===== config.mk =====
export PLATFORM = sky130hd
export DESIGN_NAME = dht11_disp
export DESIGN_NICKNAME = d
export VERILOG_FILES = /design/src/rtl/dht11_disp.sv
export SDC_FILE = /design/constraint.sdc
export NUM_CORES = 1
export LEC_CHECK = 0
export CAP_MARGIN = 15
export CORE_ASPECT_RATIO = 1.2
export CORE_MARGIN = 3
export CORE_UTILIZATION = 55
export CTS_CLUSTER_SIZE = 20
export DETAILED_ROUTE_END_ITERATION = 10
export GPL_TIMING_DRIVEN = 1
export PLACE_DENSITY = 0.77
export SKIP_CTS_REPAIR_TIMING = 1
export SLEW_MARGIN = 20
export SYNTH_ARGS = -nofsm -noshare
export SYNTH_HDL_FRONTEND = slang
export SYNTH_SLANG_ARGS = --single-unit

===== constraint.sdc =====
create_clock -name clk -period 3.1 [get_ports clk]
set_clock_uncertainty 0.05 [all_clocks]
set_input_delay 0.62 -clock clk [delete_from_list [all_inputs] [get_ports clk]]
set_output_delay 0.62 -clock clk [all_outputs]
set_load 0.05 [all_outputs]

===== src/rtl/dht11_disp.sv =====
// dht11_disp: converts the integer humidity and temperature bytes of a DHT11
// sensor word to BCD and multiplexes them onto a six-digit, active-low
// 7-segment display.
//
// Ports:
//   clk        system clock (50 MHz)
//   sys_rst_n  asynchronous active-low reset
//   data       sensor word {hum int, hum dec, temp int, temp dec}
//   hum_bcd    humidity integer, 3 BCD digits (hundreds, tens, units)
//   temp_bcd   temperature integer, 3 BCD digits
//   upd        one-cycle pulse when hum_bcd/temp_bcd are reloaded
//   seg        segments, active-low, seg[7]=dp, seg[6:0]=g..a
//   sel        digit select, active-low one-hot, sel[5] leftmost
//
// Build option: define DHT11_DISP_BLANK_EN to blank leading zeros on the
// hundreds and tens digits of each value.

module dht11_disp #(
    parameter int unsigned SCAN_CNT = 50_000 - 1
) (
    input  logic        clk,
    input  logic        sys_rst_n,
    input  logic [31:0] data,
    output logic [11:0] hum_bcd,
    output logic [11:0] temp_bcd,
    output logic        upd,
    output logic [7:0]  seg,
    output logic [5:0]  sel
);

    localparam int unsigned SCAN_W = (SCAN_CNT < 1) ? 1 : $clog2(SCAN_CNT + 1);

    typedef enum logic [1:0] {IDLE, CONV, DONE} state_t;

    state_t              r_state, w_next;
    logic [15:0]         r_pair;
    logic [2:0]          r_bit;
    logic [11:0]         r_hacc, r_tacc;
    logic [11:0]         r_hum_bcd, r_temp_bcd;
    logic                r_pend, r_upd;
    logic [SCAN_W-1:0]   r_scan;
    logic [2:0]          r_idx;
    logic [7:0]          r_seg;
    logic [5:0]          r_sel;

    logic [15:0]         w_pair;
    logic [2:0]          w_bidx;
    logic [3:0]          w_digit;
    logic                w_dp, w_blank;
    logic [6:0]          w_pat;
    logic                w_unused;

    assign w_pair   = {data[31:24], data[15:8]};
    assign w_bidx   = 3'd7 - r_bit;
    assign w_unused = ^{data[23:16], data[7:0]};

    // One double-dabble step: correct nibbles >= 5, then shift in next bit.
    function automatic logic [11:0] dd_step(input logic [11:0] acc, input logic bin);
        logic [11:0] adj;
        adj = acc;
        for (int unsigned i = 0; i < 3; i++) begin
            if (adj[4*i +: 4] >= 4'd5)
                adj[4*i +: 4] = adj[4*i +: 4] + 4'd3;
        end
        return {adj[10:0], bin};
    endfunction

    always_comb begin
        w_next = r_state;
        case (r_state)
            IDLE:    if (w_pair != r_pair) w_next = CONV;
            CONV:    if (r_bit == 3'd7) w_next = DONE;
            DONE:    w_next = IDLE;
            default: w_next = IDLE;
        endcase
    end

    // Results pass through r_pend so bcd outputs and upd change together,
    // ten cycles after the capture edge.
    always_ff @(posedge clk or negedge sys_rst_n) begin
        if (!sys_rst_n) begin
            r_state    <= IDLE;
            r_pair     <= '0;
            r_bit      <= '0;
            r_hacc     <= '0;
            r_tacc     <= '0;
            r_hum_bcd  <= '0;
            r_temp_bcd <= '0;
            r_pend     <= 1'b0;
            r_upd      <= 1'b0;
        end else begin
            r_state <= w_next;
            r_pend  <= 1'b0;
            r_upd   <= r_pend;
            if (r_pend) begin
                r_hum_bcd  <= r_hacc;
                r_temp_bcd <= r_tacc;
            end
            case (r_state)
                IDLE: begin
                    if (w_pair != r_pair) begin
                        r_pair <= w_pair;
                        r_bit  <= '0;
                        r_hacc <= '0;
                        r_tacc <= '0;
                    end
                end
                CONV: begin
                    r_hacc <= dd_step(r_hacc, r_pair[8 + w_bidx]);
                    r_tacc <= dd_step(r_tacc, r_pair[w_bidx]);
                    r_bit  <= r_bit + 3'd1;
                end
                DONE:    r_pend <= 1'b1;
                default: ;
            endcase
        end
    end

    always_comb begin
        w_digit = '0;
        case (r_idx)
            3'd0:    w_digit = r_hum_bcd[11:8];
            3'd1:    w_digit = r_hum_bcd[7:4];
            3'd2:    w_digit = r_hum_bcd[3:0];
            3'd3:    w_digit = r_temp_bcd[11:8];
            3'd4:    w_digit = r_temp_bcd[7:4];
            3'd5:    w_digit = r_temp_bcd[3:0];
            default: w_digit = '0;
        endcase
    end

    assign w_dp = (r_idx == 3'd2);

`ifdef DHT11_DISP_BLANK_EN
    always_comb begin
        w_blank = 1'b0;
        case (r_idx)
            3'd0:    w_blank = (r_hum_bcd[11:8] == 4'd0);
            3'd1:    w_blank = (r_hum_bcd[11:4] == 8'd0);
            3'd3:    w_blank = (r_temp_bcd[11:8] == 4'd0);
            3'd4:    w_blank = (r_temp_bcd[11:4] == 8'd0);
            default: w_blank = 1'b0;
        endcase
    end
`else
    assign w_blank = 1'b0;
`endif

    always_comb begin
        w_pat = 7'h7F;
        if (!w_blank) begin
            case (w_digit)
                4'd0:    w_pat = 7'h40;
                4'd1:    w_pat = 7'h79;
                4'd2:    w_pat = 7'h24;
                4'd3:    w_pat = 7'h30;
                4'd4:    w_pat = 7'h19;
                4'd5:    w_pat = 7'h12;
                4'd6:    w_pat = 7'h02;
                4'd7:    w_pat = 7'h78;
                4'd8:    w_pat = 7'h00;
                4'd9:    w_pat = 7'h10;
                default: w_pat = 7'h7F;
            endcase
        end
    end

    // seg and sel share one register stage so both switch on the same edge.
    always_ff @(posedge clk or negedge sys_rst_n) begin
        if (!sys_rst_n) begin
            r_scan <= '0;
            r_idx  <= '0;
            r_seg  <= '1;
            r_sel  <= '1;
        end else begin
            if (r_scan == SCAN_W'(SCAN_CNT)) begin
                r_scan <= '0;
                r_idx  <= (r_idx == 3'd5) ? 3'd0 : r_idx + 3'd1;
            end else begin
                r_scan <= r_scan + 1'b1;
            end
            r_seg <= {~w_dp, w_pat};
            r_sel <= ~(6'b100000 >> r_idx);
        end
    end

    assign hum_bcd  = r_hum_bcd;
    assign temp_bcd = r_temp_bcd;
    assign upd      = r_upd;
    assign seg      = r_seg;
    assign sel      = r_sel;

endmodule


==> results of run 1 <==
-- layer usage --
metal | GRT usage (%) | part of all wire, % | vias up | wire length (µm)
met3 | 3.85 | 3.6 | 17 | 351
li1 | - | - | 1636 | -
met5 | 0 | 0 | - | 0
met1 | 25.4 | 43 | 1714 | 4180
met4 | 7.42 | 1.9 | 0 | 180
met2 | 32.7 | 51 | 83 | 4950
-- worst max path at each step --
| stage | startpoint | to | slack, ns | cells past startpoint |
|---|---|---|---|---|
| after global placement | data[24] | r_pair[2]$_DFFE_PN0P_ | 0.39 | 7 |
| after global routing | r_idx[1]$_DFFE_PN0N_ | seg[4]$_DFF_PN1_ | 0.50 | 8 |
| after floorplan | r_idx[2]$_DFFE_PN0N_ | seg[4]$_DFF_PN1_ | 0.83 | 10 |
| after CTS | r_idx[1]$_DFFE_PN0N_ | seg[4]$_DFF_PN1_ | 0.65 | 8 |
| final | r_idx[1]$_DFFE_PN0N_ | seg[4]$_DFF_PN1_ | 0.65 | 8 |
| after detailed placement | data[25] | r_pair[0]$_DFFE_PN0P_ | 0.37 | 7 |
-- logic make-up after synthesis --
| kind of cell | Yosys count |
|---|---|
| buffers and inverters | 52 |
| multiplexers | 69 |
| AO/OA/AOI/OAI | 64 |
| flip-flops | 103 |
| XOR/XNOR | 36 |
| AND/OR/NAND/NOR | 91 |
| adder cells (fa/ha/maj) | 21 |
-- registers in the layout (all words and copies together) (netlist names) --
name,count
r_scan,16
hum_bcd,12
r_tacc,12
r_idx,3
seg,8
sel,5
upd,1
r_state,2
temp_bcd,12
r_bit,3
r_pair,16
r_pend,1
r_hacc,12
-- cell usage in the layout, fill, tap and decap left out, types with 3 or more instances in the layout --
cell,count
sky130_fd_sc_hd__dfrtp_1,90
sky130_fd_sc_hd__clkdlybuf4s50_1,55
sky130_fd_sc_hd__inv_1,34
sky130_fd_sc_hd__mux2_2,34
sky130_fd_sc_hd__xnor2_1,29
sky130_fd_sc_hd__nand2_1,22
sky130_fd_sc_hd__mux2i_1,21
sky130_fd_sc_hd__ha_1,21
sky130_fd_sc_hd__o21ai_0,20
sky130_fd_sc_hd__nor2_1,16
sky130_fd_sc_hd__a21oi_1,14
sky130_fd_sc_hd__o22ai_1,13
sky130_fd_sc_hd__dfstp_2,13
sky130_fd_sc_hd__mux2_4,10
sky130_fd_sc_hd__clkbuf_8,9
sky130_fd_sc_hd__nand2b_1,8
sky130_fd_sc_hd__nor4_1,8
sky130_fd_sc_hd__nand4_1,7
sky130_fd_sc_hd__xor2_1,7
sky130_fd_sc_hd__a31oi_1,7
sky130_fd_sc_hd__nor3_1,5
sky130_fd_sc_hd__nand3b_1,5
sky130_fd_sc_hd__nand3_1,5
sky130_fd_sc_hd__buf_4,5
sky130_fd_sc_hd__nor2b_1,4
sky130_fd_sc_hd__mux4_2,4
sky130_fd_sc_hd__inv_6,4
sky130_fd_sc_hd__and3_1,3
-- layout make-up --
type	count	area [µm²]	share of cell area (%)
Clock inverter	7	60.1	1.01
Multi-Input combinational cell	281	2300	38.5
Tap cell	117	146	2.46
Inverter	35	131	2.20
Timing Repair Buffer	61	608	10.2
Sequential cell	103	2590	43.5
Clock buffer	9	124	2.08
-- metrics by stage --
| step | hold slack (ns) | cell area (µm²) |
|---|---|---|
| 6_report | 0.189 | 5960 |
| 4_1_cts | 0.196 | 5960 |
| 5_1_grt | 0.215 | 5960 |
| 3_3_place_gp | 0.419 | 5780 |
| 3_5_place_dp | 0.437 | 5780 |
| 2_1_floorplan | 0.274 | 5120 |
-- power groups by stage --
stage	Combinational (mW)	Sequential (mW)	Clock (mW)
after floorplan	1.74	2.80	0
after global placement	2.94	2.32	0
after detailed placement	3.05	2.35	0
after CTS	3.05	2.32	0.815
after global routing	3.30	2.39	0.880
final	3.03	2.32	0.794
==> qor_table.md, run 1 <==
| Item | Value |
|:---|:---|
| Run status | finished clean |
| Routed wire length per instance | 15.8 µm |
| Summed instance area of the synthesized netlist | 5120 µm² |
| Io pins | 73 |
| Register clock-pin slew on the reported worst setup and hold paths | 0.11 ns |
| Top cell family by delay on the critical path | simple AND/OR/NAND/NOR gates |
| Largest buffer count on any clock path | 2 |
| Number of antenna violations at the first check in global routing | 0 |
| Post-layout power | 6.14 mW |
| Number of storage elements in the synthesis netlist | 103 |
| Die height | 112 µm |
| Synthesized instance count | 436 |
| Accumulated negative setup slack | 0 ns |
| Critical Path Sink Type | flip-flop |
| Number of buffers and inverters on the critical path | 1 |
| Setup repair after global routing missed its margin | no |
| Depth of the CTS H-tree | 3 |
| Fraction of the mapped netlist area in adder cells | 5.13% |
| Launch point of the worst reg-to-reg path | r_idx[1]$_DFFE_PN0N_ |
| Share of total power in sequential cells | 37.8% |
| Via count | 3450 |
| Routed Antenna Nets | 0 |
| Post-layout worst setup margin | 0.650 ns |
| Dpl ws | 0.371 ns |
| Detailed placement HPWL | 7.04 mm |
| Cell Count Post-Placement | 597 |
| Core region area | 8840 µm² |
| Synth Area in Simple Gates | 9.50% |
| Count of yosys warnings during synthesis | 0 |
| Clock root buffer | sky130_fd_sc_hd__clkbuf_8 |
| Synthesized Nets | 491 |
| Classification of the worst setup path | reg2reg |
| Achievable Freq | 408 MHz |
| Mean Syn Cell Area | 11.7 µm² |
| Hold Vio Cnt, Final | 0 |
| Critical path data required time | 3.36 ns |
| Final weighted congestion in routability-driven placement | 0.848 |
| Slew at the pin with the worst max-slew slack | 1.07 ns |
| Commonest cells in the synthesized netlist | sky130_fd_sc_hd__dfrtp_1 (90), sky130_fd_sc_hd__inv_1 (34), sky130_fd_sc_hd__mux2_2 (34), sky130_fd_sc_hd__xnor2_1 (29), sky130_fd_sc_hd__nand2_1 (22) |
| Die X | 94.1 µm |
| Top cells by area in the synthesized netlist | sky130_fd_sc_hd__dfrtp_1 (44%), sky130_fd_sc_hd__mux2_2 (7.5%), sky130_fd_sc_hd__dfstp_2 (6.7%), sky130_fd_sc_hd__ha_1 (5.1%), sky130_fd_sc_hd__xnor2_1 (5.0%) |
| Total inserted antenna cells | 0 |
| Detail-routed via count per cell | 5.63 |
| Number of placement rows | 37 |
| Share of the synthesized netlist area taken by xor and xnor gates | 6.16% |
| Worst ir drop on vdd | 0.498 mV |
| Overall routing resource usage | 19.7% |
| Compound-gate portion of the synthesized area | 7.77% |
| Dominant combinational cell family by area after synthesis | multiplexers |
| Relative slew margins | 28.5% |
| Final number of max-transition violations | 0 |
| Final cell count without fillers | 613 |
| Hold/Removal Path Class | in2async |
| Aggregate routed wire length | 9.66 mm |
| Share of synthesized registers carrying an async set or reset | 100% |
| Part of the power in combinational logic | 49.2% |
| Count of flip-flops with a built-in enable after synthesis | 0 |
| Tcrit/Tclk final | 79.0% |
| Die ar. | 10500 µm² |
| Most used standard cell by instance count after synthesis | sky130_fd_sc_hd__dfrtp_1 |
| Fraction of post-synthesis cell area in the top cell type by area | 44.0% |
| Sort of element at the start of the critical path | flip-flop |
| Number of clock buffers inserted by TritonCTS | 9 |
| Largest driver fanout on the critical path | 13 |
| Synthesis-to-finish area growth | 16.4% |
| Critical Path AT | 2.71 ns |
| Worst flop-to-flop path endpoint | seg[4]$_DFF_PN1_ |
| Drt first pass iters | 6 |
| R2R setup slack | 0.65 ns |
| Post-synthesis cell type with the largest combined area | sky130_fd_sc_hd__dfrtp_1 |
| Number of global-route vias before repair | 3407 |
| Filler cell count in the final layout | 666 |
| Primary flip-flop cell chosen by synthesis mapping | sky130_fd_sc_hd__dfrtp_1 |
| Part of the power in the clock network | 12.9% |
| Initial core utilization | 57.9% |
| Slowest cell on the critical path | sky130_fd_sc_hd__dfrtp_1 |
| Worst path most repeated cell | sky130_fd_sc_hd__ha_1 |
| Switch share | 42.6% |
| Part of the Yosys area used for sequential elements | 50.6% |
| Fraction of synthesized area in multiplexers | 16.3% |
| CTS tree | yes |
| Internal power | 3.53 mW |
| Power density relative to cell area | 1030 nW/µm² |
| Cells along the critical path | and2_1 -> ha_1 -> a32o_1 -> or3_4 -> inv_1 -> ha_1 -> nand2_1 -> mux2_2 |
| Clock sink count | 103 |
| Net total in the final layout | 546 |
| Insertion delay to the later sink of the worst-skew pair | 0.37 ns |
| Leakage power figure | 2.62 nW |
| Number of cells traversed by the worst register-to-register path | 8 |
| Remaining routing DRC violations | 0 |
| Post-route core utilization | 67.4% |
| Share of post-route cells with drive strength above 1 | 17.5% |
| Maximum number of pins on one net before global-route repair | 59 |
| Wire length of the first global-routing pass | 16.4 mm |
| Largest stage delay on the critical path | 0.54 ns |
| Net switching power of the design | 2.62 mW |
| IO buf count | 56 |
| Count of final setup violators | 0 |
| Max-cap viol count | 0 |
| Netlist cell types | 46 |
| Violation count after the first detailed-route iteration | 172 |
| Gr ovfl total | 0 |
| Clock period minus final worst setup slack | 2.45 ns |
Power figures use the tool's default switching activity.
==> run 2, diff against run 1 <==
clock period = 2.5 ns   (was 3.1 ns; I/O delays follow)
==> run 2 against run 1 <==
- worst setup slack got worse by 0.45 ns
- critical path type is now reg2out
- total power rose by 25%
- worst hold slack improved by 0.25 ns
- via count rose by 0.35%
- first-iteration DRC count fell by 26%
- sequential cell count did not move
- largest cell class unchanged
- cell area rose by 1.1%
- sequential power rose by 25%
- sequential share of layout area fell by 0.48 points
- non-clock buffer count rose by 7
- register-to-register slack got worse by 0.31 ns
- cell count rose by 1.1%
==> qor_table.md, run 2 (same netlist as run 1, synthesis figures left out) <==
| Item | Value |
|:---|:---|
| Run status | finished clean |
| Drt first pass iters | 4 |
| Detail-routed via count per cell | 5.58 |
| Core region area | 8840 µm² |
| Final cell count without fillers | 620 |
| Via count | 3462 |
| Gr ovfl total | 0 |
| Die height | 112 µm |
| Largest stage delay on the critical path | 0.83 ns |
| Final number of max-transition violations | 0 |
| Achievable Freq | 435 MHz |
| Overall routing resource usage | 20.3% |
| Clock sink count | 103 |
| Worst ir drop on vdd | 0.669 mV |
| Leading cell type in the layout, fill and taps excluded | sky130_fd_sc_hd__dfrtp_1 |
| Synthesis-to-finish area growth | 17.7% |
| Cell Count Post-Placement | 603 |
| Hold Vio Cnt, Final | 0 |
| Wire length of the first global-routing pass | 16.8 mm |
| Sort of element at the start of the critical path | flip-flop |
| Routed wire length per instance | 16.0 µm |
| Hold/Removal Path Class | reg2reg |
| Hold Path Depth | 1 |
| Power density relative to cell area | 1270 nW/µm² |
| Slew at the pin with the worst max-slew slack | 0.550 ns |
| Number of cells traversed by the worst register-to-register path | 8 |
| Register clock-pin slew on the reported worst setup and hold paths | 0.10 ns |
| Violation count after the first detailed-route iteration | 128 |
| Critical Path AT | 1.75 ns |
| Worst Hold End | r_scan[0]$_DFF_PN0_ |
| Worst Min Path Start | r_scan[0]$_DFF_PN0_ |
| Largest driver fanout on the critical path | 1 |
| Tcrit/Tclk final | 92.0% |
| Relative slew margins | 63.3% |
| Classification of the worst setup path | reg2out |
| Number of global-route vias before repair | 3509 |
| Count of final setup violators | 0 |
| Insertion delay to the later sink of the worst-skew pair | 0.37 ns |
| Post-layout worst setup margin | 0.201 ns |
| Total inserted antenna cells | 0 |
| Critical path data required time | 1.95 ns |
| IO buf count | 56 |
| Routed Antenna Nets | 0 |
| Die ar. | 10500 µm² |
| Net total in the final layout | 553 |
| Accumulated negative setup slack | 0 ns |
| Dpl ws | -0.0628 ns |
| CTS tree | yes |
| Share of post-route cells with drive strength above 1 | 18.5% |
| Io pins | 73 |
| Depth of the CTS H-tree | 3 |
| Top cell family by delay on the critical path | buffers and inverters |
| R2R setup slack | 0.34 ns |
| Launch point of the worst reg-to-reg path | r_idx[0]$_DFFE_PN0N_ |
| Initial core utilization | 57.9% |
| Clock root buffer | sky130_fd_sc_hd__clkbuf_8 |
| Aggregate routed wire length | 9.95 mm |
| Commonest cells after routing, fill and taps aside | sky130_fd_sc_hd__dfrtp_1 (90), sky130_fd_sc_hd__clkdlybuf4s50_1 (55), sky130_fd_sc_hd__inv_1 (34), sky130_fd_sc_hd__mux2_2 (34), sky130_fd_sc_hd__xnor2_1 (29) |
| Die X | 94.1 µm |
| Post-layout power | 7.65 mW |
| Filler cell count in the final layout | 649 |
| Final weighted congestion in routability-driven placement | 0.866 |
| Number of clock buffers inserted by TritonCTS | 9 |
| Remaining routing DRC violations | 0 |
| Critical Path Sink Type | output port |
| Number of buffers and inverters on the critical path | 1 |
| Clock period minus final worst setup slack | 2.30 ns |
| Number of antenna violations at the first check in global routing | 0 |
| Cells along the critical path | clkdlybuf4s50_1 |
| Max-cap viol count | 0 |
| Biggest registers after layout | r_pair x16, r_scan x16 |
| Maximum number of pins on one net before global-route repair | 56 |
| Largest buffer count on any clock path | 2 |
| Number of placement rows | 37 |
| Setup repair after global routing missed its margin | no |
| Worst flop-to-flop path endpoint | seg[4]$_DFF_PN1_ |
| Detailed placement HPWL | 7.54 mm |
| Slowest cell on the critical path | sky130_fd_sc_hd__clkdlybuf4s50_1 |
| Leakage power figure | 2.66 nW |
[run 2: cell type report]
cell class,count,area (µm²),share of cell area [%]
well taps,117,146,2.43
clock buffers,10,138,2.28
flip-flops and latches,103,2590,43.0
repair buffers,68,676,11.2
clock inverters,6,45.0,0.748
inverters,35,131,2.18
multi-input cells,281,2300,38.1
[run 2: through the flow]
stage          hold slack [ns]  utilization (%)  instance area, µm²
2_1_floorplan            0.154                -                5120
3_3_place_gp             0.350             66.0                5830
3_5_place_dp             0.350             66.0                5830
4_1_cts                -0.0585             68.0                6020
5_1_grt                  0.462             68.1                6030
6_report                 0.437             68.1                6030
[run 2: worst max-delay path by stage]
stage / from / to / slack (ns) / cells after the start
after global placement: data[24] / r_pair[2]$_DFFE_PN0P_ / -0.03 / 7
after global routing: seg[4]$_DFF_PN1_ / seg[4] / 0.17 / 1
after floorplan: r_idx[2]$_DFFE_PN0N_ / seg[4]$_DFF_PN1_ / 0.23 / 10
final: seg[4]$_DFF_PN1_ / seg[4] / 0.20 / 1
after detailed placement: data[25] / r_pair[15]$_DFFE_PN0P_ / -0.06 / 7
after CTS: seg[4]$_DFF_PN1_ / seg[4] / 0.18 / 1
[run 2: metal layers]
layer / global-route usage, % / vias up / wire (µm)
met5: 0 / - / 0
met4: 9.44 / 0 / 254
met3: 3.51 / 17 / 310
met2: 34.5 / 78 / 5220
met1: 24.8 / 1722 / 4160
li1: - / 1645 / -
[run 2: power by group]
group / internal [mW] / switching, mW / total (mW) / leakage [nW]
Combinational: 1.72 / 2.06 / 3.79 / 1.31
Sequential: 2.29 / 0.601 / 2.90 / 1.27
Clock: 0.392 / 0.576 / 0.968 / 0.0849
Total: 4.41 / 3.24 / 7.65 / 2.66
==> run 3, diff against run 2 <==
ABC_AREA = 0   (was not set)
CTS_CLUSTER_SIZE = 30   (was 20)
==> results of run 3 <==
Final layout, timing and power as in run 2 (identical DEF).
